### config.mk
export PLATFORM = sky130hd
export DESIGN_NAME = inter_to_axi3
export DESIGN_NICKNAME = d
export VERILOG_FILES = /design/src/rtl/inter_to_axi3_pkg.sv /design/src/rtl/inter_to_axi3.sv
export SDC_FILE = /design/constraint.sdc
export NUM_CORES = 1
export LEC_CHECK = 0
export BUFFER_PORTS_ARGS = -buffer_cell sky130_fd_sc_hd__buf_2
export CORE_AREA = 3 3 107 109
export DETAILED_ROUTE_END_ITERATION = 7
export DIE_AREA = 0 0 110 112
export PLACE_DENSITY = 0.86
export SLEW_MARGIN = 20
export SYNTH_ARGS = -nofsm -noshare
export SYNTH_HDL_FRONTEND = slang
export SYNTH_SLANG_ARGS = --single-unit
### constraint.sdc
create_clock -name clk -period 4.5 [get_ports clk]
set_clock_uncertainty 0.1 [all_clocks]
set_input_delay 0.45 -clock clk [delete_from_list [all_inputs] [get_ports clk]]
set_output_delay 0.45 -clock clk [all_outputs]
set_load 0.01 [all_outputs]
### src/rtl/inter_to_axi3_pkg.sv
// Shared AXI3 definitions for the internal-bus to AXI3 bridge: FSM states,
// fixed burst attributes, response codes and the timeout read pattern.
package inter_to_axi3_pkg;

  typedef enum logic [2:0] {
    IDLE,
    WRITE,
    WRESP,
    READ,
    RDATA
  } state_t;

  localparam logic [3:0]  AXI_LEN_SINGLE = 4'h0;
  localparam logic [2:0]  AXI_SIZE_4B    = 3'b010;
  localparam logic [1:0]  AXI_BURST_INCR = 2'b01;
  localparam logic [3:0]  AXI_STRB_ALL   = 4'hF;

  localparam logic [1:0]  AXI_RESP_OKAY   = 2'b00;
  localparam logic [1:0]  AXI_RESP_SLVERR = 2'b10;
  localparam logic [1:0]  AXI_RESP_DECERR = 2'b11;

  localparam logic [31:0] TIMEOUT_RDATA = 32'hDEADBEEF;

  // EXOKAY cannot occur on a non-exclusive access, so anything but OKAY is an error.
  function automatic logic resp_is_err(input logic [1:0] resp);
    return resp != AXI_RESP_OKAY;
  endfunction

endpackage

### src/rtl/inter_to_axi3.sv
// Single-beat bridge from a strobe/ack internal bus to an AXI3 master port.
// Optional response timeout: define INTER_TO_AXI3_TIMEOUT_EN.
module inter_to_axi3
  import inter_to_axi3_pkg::*;
#(
  parameter logic [31:0] BASEADDR = 32'h0,
  parameter int          TIMEOUT  = 1024,
  parameter logic [3:0]  AXI_ID   = 4'h0
) (
  input  logic        clk,
  input  logic        reset,
  input  logic [29:0] bus_addr,
  input  logic        bus_wr,
  input  logic        bus_rd,
  input  logic [31:0] bus_wdata,
  output logic [31:0] bus_rdata,
  output logic        bus_ack,
  output logic        bus_err,
  output logic        bus_busy,
  output logic [3:0]  awid,
  output logic [31:0] awaddr,
  output logic [3:0]  awlen,
  output logic [2:0]  awsize,
  output logic [1:0]  awburst,
  output logic        awvalid,
  input  logic        awready,
  output logic [3:0]  wid,
  output logic [31:0] wdata,
  output logic [3:0]  wstrb,
  output logic        wlast,
  output logic        wvalid,
  input  logic        wready,
  input  logic [1:0]  bresp,
  input  logic        bvalid,
  output logic        bready,
  output logic [3:0]  arid,
  output logic [31:0] araddr,
  output logic [3:0]  arlen,
  output logic [2:0]  arsize,
  output logic [1:0]  arburst,
  output logic        arvalid,
  input  logic        arready,
  input  logic [31:0] rdata,
  input  logic [1:0]  rresp,
  input  logic        rlast,
  input  logic        rvalid,
  output logic        rready
);

  state_t      state, state_next;
  logic        aw_done, w_done;
  logic [31:0] addr_q, wdata_q;
  logic        aw_hs, w_hs, b_hs, ar_hs, r_hs;
  logic        accept, expire;

  assign aw_hs  = awvalid && awready;
  assign w_hs   = wvalid && wready;
  assign b_hs   = bvalid && bready;
  assign ar_hs  = arvalid && arready;
  assign r_hs   = rvalid && rready;
  assign accept = (state == IDLE) && (bus_wr || bus_rd);

`ifdef INTER_TO_AXI3_TIMEOUT_EN
  logic [15:0] timer;

  always_ff @(posedge clk) begin
    if (reset || state == IDLE) timer <= '0;
    else                        timer <= timer + 16'd1;
  end

  // Firing at TIMEOUT-2 lands bus_ack exactly TIMEOUT cycles after the request.
  assign expire = (state != IDLE) && (timer == 16'(TIMEOUT - 2));
`else
  logic unused_cfg;
  assign unused_cfg = (TIMEOUT < 2);
  assign expire     = 1'b0;
`endif

  // Single-beat bursts make rlast redundant; the R handshake alone ends a read.
  logic unused_rlast;
  assign unused_rlast = rlast;

  // NOTE: sequential state is updated with non-blocking assignments only, so every
  // flop samples pre-edge values regardless of process evaluation order.
  always_ff @(posedge clk) begin
    if (reset) state <= IDLE;
    else       state <= state_next;
  end

  // NOTE: state_next gets its default before the case so no path leaves it
  // unassigned, which would otherwise infer a latch.
  always_comb begin
    state_next = state;
    unique case (state)
      IDLE:    if (bus_wr) state_next = WRITE;
               else if (bus_rd) state_next = READ;
      WRITE:   if ((aw_done || aw_hs) && (w_done || w_hs)) state_next = WRESP;
      WRESP:   if (b_hs) state_next = IDLE;
      READ:    if (ar_hs) state_next = RDATA;
      RDATA:   if (r_hs) state_next = IDLE;
      default: state_next = IDLE;
    endcase
    // A response arriving in the expiry cycle still completes normally.
    if (expire && !b_hs && !r_hs) state_next = IDLE;
  end

  always_comb begin
    awvalid  = (state == WRITE) && !aw_done;
    wvalid   = (state == WRITE) && !w_done;
    arvalid  = (state == READ);
    bready   = (state == WRESP);
    rready   = (state == RDATA);
    bus_busy = (state != IDLE);
  end

  always_ff @(posedge clk) begin
    if (reset) begin
      aw_done   <= 1'b0;
      w_done    <= 1'b0;
      addr_q    <= '0;
      wdata_q   <= '0;
      bus_ack   <= 1'b0;
      bus_err   <= 1'b0;
      bus_rdata <= '0;
    end else begin
      bus_ack <= 1'b0;
      bus_err <= 1'b0;
      if (state == IDLE) begin
        aw_done <= 1'b0;
        w_done  <= 1'b0;
      end else begin
        if (aw_hs) aw_done <= 1'b1;
        if (w_hs)  w_done  <= 1'b1;
      end
      if (accept) addr_q <= BASEADDR + {bus_addr, 2'b00};
      if (accept && bus_wr) wdata_q <= bus_wdata;
      if (b_hs) begin
        bus_ack <= 1'b1;
        bus_err <= resp_is_err(bresp);
      end else if (r_hs) begin
        bus_ack   <= 1'b1;
        bus_err   <= resp_is_err(rresp);
        bus_rdata <= rdata;
      end else if (expire) begin
        bus_ack <= 1'b1;
        bus_err <= 1'b1;
        if (state == READ || state == RDATA) bus_rdata <= TIMEOUT_RDATA;
      end
    end
  end

  assign awid    = AXI_ID;
  assign awaddr  = addr_q;
  assign awlen   = AXI_LEN_SINGLE;
  assign awsize  = AXI_SIZE_4B;
  assign awburst = AXI_BURST_INCR;
  assign wid     = AXI_ID;
  assign wdata   = wdata_q;
  assign wstrb   = AXI_STRB_ALL;
  assign wlast   = 1'b1;
  assign arid    = AXI_ID;
  assign araddr  = addr_q;
  assign arlen   = AXI_LEN_SINGLE;
  assign arsize  = AXI_SIZE_4B;
  assign arburst = AXI_BURST_INCR;

endmodule

==> metrics.txt <==
# TYPE chip_impl_metric gauge
chip_impl_info{name="status",value="finished clean"} 1
chip_impl_info{name="end_kind",value="output port"} 1
chip_impl_info{name="worstSetupStartpointType",value="register"} 1
chip_impl_metric{name="num-fill-cells",unit=""} 1082
chip_impl_metric{name="seq_area_frac_synth",unit=""} 0.473
chip_impl_metric{name="switchingPower",unit="W"} 0.000667
chip_impl_metric{name="synth_simple_gate_area_frac",unit=""} 0.190
chip_impl_metric{name="synth_xor_area_frac",unit=""} 0
chip_impl_metric{name="timing.final.hold_violations",unit=""} 0
chip_impl_metric{name="crit_required",unit="ns"} 3.95
chip_impl_metric{name="start_util",unit=""} 0.399
chip_impl_metric{name="fmax",unit="GHz"} 0.424
chip_impl_metric{name="synthesis.instances",unit=""} 540
chip_impl_info{name="rsz_0062_raised_after_global_routing",value="false"} 1
chip_impl_metric{name="synth_compound_gate_area_share",unit=""} 0.164
chip_impl_metric{name="synth.avg_cell_area",unit="um2"} 7.91
chip_impl_metric{name="firstDrtPassIters",unit=""} 5
chip_impl_metric{name="post_cts_buffers",unit=""} 0
chip_impl_metric{name="chip_height",unit="um"} 112
chip_impl_info{name="combinational_family_with_the_most_area_after_synthesis",value="simple AND/OR/NAND/NOR gates"} 1
chip_impl_metric{name="design.die.area",unit="um2"} 12300
chip_impl_metric{name="nets",unit=""} 827
chip_impl_metric{name="tritoncts_num_sinks",unit=""} 101
chip_impl_metric{name="finalCriticalPeriod",unit="ns"} 2.36
chip_impl_metric{name="detailed_place_hpwl",unit="um"} 8140
chip_impl_metric{name="p_int",unit="W"} 0.00135
chip_impl_metric{name="num_antenna_cells",unit=""} 0
chip_impl_metric{name="ctsHoldBuffers",unit=""} 0
chip_impl_metric{name="grt_max_degree",unit=""} 103
chip_impl_metric{name="chipWidth",unit="um"} 110
chip_impl_metric{name="row_count",unit=""} 38
chip_impl_metric{name="clock_latency",unit="ns"} 0.34
chip_impl_metric{name="htree_num_levels",unit=""} 3
chip_impl_metric{name="setup_viol",unit=""} 0
chip_impl_metric{name="first_pass_grt_wire_length",unit="um"} 17200
chip_impl_metric{name="max_cap_viol_count",unit=""} 0
chip_impl_info{name="clock-root-buffer",value="sky130_fd_sc_hd__clkbuf_8"} 1
chip_impl_metric{name="routed-via-count",unit=""} 4028
chip_impl_metric{name="ioPinCount",unit=""} 279
chip_impl_metric{name="post_drt_wl_per_cell",unit="um"} 13.4
chip_impl_metric{name="drive_gt1_frac",unit=""} 0.364
chip_impl_metric{name="drv_slew",unit=""} 0
chip_impl_metric{name="grt.overflow.total",unit=""} 0
chip_impl_info{name="tritoncts",value="built"} 1
chip_impl_metric{name="port_buffers",unit=""} 238
chip_impl_info{name="timing_worst_setup_path_type",value="reg2out"} 1
chip_impl_metric{name="crit_fanout",unit=""} 31
chip_impl_metric{name="pwr_density_cell",unit="nW/um2"} 381
chip_impl_info{name="netlist.top_cell.by_area",value="sky130_fd_sc_hd__dfxtp_1"} 1
chip_impl_metric{name="synth_adder_area_share",unit=""} 0
chip_impl_metric{name="yosys-mux-area-fraction",unit=""} 0.00234
chip_impl_metric{name="post_synthesis_sequential_element_count",unit=""} 101
chip_impl_metric{name="yosys.area.top_type_share",unit=""} 0.473
chip_impl_metric{name="synth.cell_area",unit="um2"} 4270
chip_impl_metric{name="number_of_buffers_created_by_cts",unit=""} 9
chip_impl_metric{name="p_clk_frac",unit=""} 0.257
chip_impl_metric{name="core",unit="um2"} 10700
chip_impl_info{name="holdCritPathClass",value="in2reg"} 1
chip_impl_metric{name="power.ir.vdd_worst",unit="mV"} 0.200
chip_impl_metric{name="post_cts.resized_instances",unit=""} 0
chip_impl_metric{name="post-layout-total-power",unit="W"} 0.00202
chip_impl_metric{name="route.detailed.vias_per_inst",unit=""} 4.67
chip_impl_metric{name="final.hold.worst_slack",unit="ns"} 0.224
chip_impl_metric{name="postRouteWirelength",unit="um"} 11600
chip_impl_info{name="layout_common_cells",value="sky130_fd_sc_hd__buf_2, sky130_fd_sc_hd__nand2_1, sky130_fd_sc_hd__dfxtp_1"} 1
chip_impl_metric{name="power.leakage",unit="nW"} 2.56
chip_impl_metric{name="synthToLayoutAreaGrowth",unit="%"} 23.9
chip_impl_metric{name="worst_slew_margin_rel",unit=""} 0.289
chip_impl_metric{name="cts.clk_slew.worst_paths",unit="ns"} 0.10
chip_impl_metric{name="initialDrtViolationCount",unit=""} 247
chip_impl_metric{name="p_sw_frac",unit=""} 0.331
chip_impl_metric{name="final_antenna_net_count",unit=""} 0
chip_impl_metric{name="antenna_found_initial",unit=""} 0
chip_impl_info{name="post_synth_main_area_contributors",value="sky130_fd_sc_hd__dfxtp_1, sky130_fd_sc_hd__buf_4, sky130_fd_sc_hd__a21oi_1"} 1
chip_impl_metric{name="data_arrival_time_of_the_critical_path",unit="ns"} 1.81
chip_impl_metric{name="finalSetupTns",unit="ns"} 0
chip_impl_metric{name="drc_errors",unit=""} 0
chip_impl_metric{name="globalRouteTotalUtil",unit=""} 0.174
chip_impl_metric{name="seq_power_share",unit=""} 0.509
chip_impl_metric{name="synth_cell_type_count",unit=""} 33
chip_impl_metric{name="timing_worst_slew_pin_value",unit="ns"} 1.07
chip_impl_metric{name="fin_crit_sh",unit=""} 0.524
chip_impl_metric{name="cts_max_path_buffers",unit=""} 2
chip_impl_metric{name="finalWeightedCongestion",unit=""} 0.783
chip_impl_metric{name="combPwrFrac",unit=""} 0.234
chip_impl_metric{name="synth.yosys.warnings",unit=""} 0
chip_impl_info{name="mostFrequentLayoutCell",value="sky130_fd_sc_hd__buf_2"} 1
chip_impl_metric{name="vias_in_the_first_global_route",unit=""} 3460
==> power groups by stage <==
stage,Sequential (W),Combinational [W],Clock (W)
4_1_cts,0.00103,0.000478,0.000537
3_3_place_gp,0.00104,0.000471,0
5_1_grt,0.00104,0.000523,0.000579
3_5_place_dp,0.00105,0.000477,0
6_report,0.00103,0.000472,0.000518
2_1_floorplan,0.00106,0.000331,0
==> metal layers <==
layer	GRT usage	vias to the layer above	part of all wire
met2	0.305	176	0.50
li1	-	2026	-
met3	0.0475	6	0.089
met5	0	-	0
met4	0.0324	0	0.0075
met1	0.213	1820	0.40
==> per-stage QoR <==
step                      std cells  area (um2)  setup WS [ns]   util
after floorplan                 577        4410           2.92      -
after global placement          848        5130           2.32  0.479
after detailed placement        848        5130           2.24  0.479
after CTS                       863        5290           2.10  0.495
after global routing            863        5290           1.99  0.495
final                           863        5290           2.14  0.495
==> area by class of cell <==
type,instances,area [um2],area share
Multi-Input combinational cell,363,1700,0.320
Clock buffer,10,128,0.0241
Timing Repair Buffer,243,1230,0.233
Sequential cell,101,2020,0.382
Inverter,1,3.75,0.000709
Clock inverter,5,37.5,0.00709
Tap cell,140,175,0.0331
==> path summary, 6_finish.rpt <==
| check | cells past startpoint | end | slack (ns) | start |
|---|---|---|---|---|
| worst min register to register | 2 | wdata[12] | 0.35 | wdata[12] |
| worst max-delay path | 3 | bus_busy | 2.14 | state[0] |
| worst min-delay path | 3 | wdata[8] | 0.22 | bus_wdata[8] |
| worst max register to register | 4 | bus_err | 2.31 | state[2] |
==> state kept, by name, summed over array words and instances, names as in the netlist <==
name       cells
w_done         1
araddr        30
bus_rdata     32
bus_ack        1
wdata         32
aw_done        1
state          3
bus_err        1
==> synthesized netlist by cell type <==
library cell                count
sky130_fd_sc_hd__conb_1         2
sky130_fd_sc_hd__a311oi_1       1
sky130_fd_sc_hd__dfxtp_1      101
sky130_fd_sc_hd__buf_4         69
sky130_fd_sc_hd__nor4b_1        1
sky130_fd_sc_hd__or2_2          1
sky130_fd_sc_hd__buf_2         14
sky130_fd_sc_hd__o22ai_1        1
sky130_fd_sc_hd__nand3_1       30
sky130_fd_sc_hd__buf_6          3
sky130_fd_sc_hd__nand2_1      131
sky130_fd_sc_hd__nor4b_2        1
sky130_fd_sc_hd__a21oi_1       99
sky130_fd_sc_hd__nor2b_1        2
sky130_fd_sc_hd__nor2_1         6
sky130_fd_sc_hd__or3_1          1
sky130_fd_sc_hd__a31oi_1        2
sky130_fd_sc_hd__inv_2          1
sky130_fd_sc_hd__o2bb2ai_1      1
sky130_fd_sc_hd__nor3_1         4
sky130_fd_sc_hd__clkbuf_1      26
sky130_fd_sc_hd__or4b_1         1
sky130_fd_sc_hd__o21ai_0       30
sky130_fd_sc_hd__o21a_1         1
sky130_fd_sc_hd__nand4bb_1      1
sky130_fd_sc_hd__nor4bb_1       1
sky130_fd_sc_hd__and2_1         1
sky130_fd_sc_hd__o21ai_1        2
sky130_fd_sc_hd__nor3_2         1
sky130_fd_sc_hd__mux2i_1        1
sky130_fd_sc_hd__and3b_1        1
sky130_fd_sc_hd__nand2b_1       2
sky130_fd_sc_hd__nor3b_1        1
==> cell families (layout without fill, tap and decap cells) <==
logic type,after synthesis,in the layout
AO/OA/AOI/OAI,137,137
buffers and inverters,113,259
flip-flops,101,101
multiplexers,1,1
other,2,39
AND/OR/NAND/NOR,186,186
==> critical path, stage by stage, from the launching register on <==
cell,delay (ns)
sky130_fd_sc_hd__dfxtp_1,0.82
sky130_fd_sc_hd__nor3_4,0.05
sky130_fd_sc_hd__inv_2,0.36
sky130_fd_sc_hd__buf_2,0.22
(Power assumes the default switching activity.)
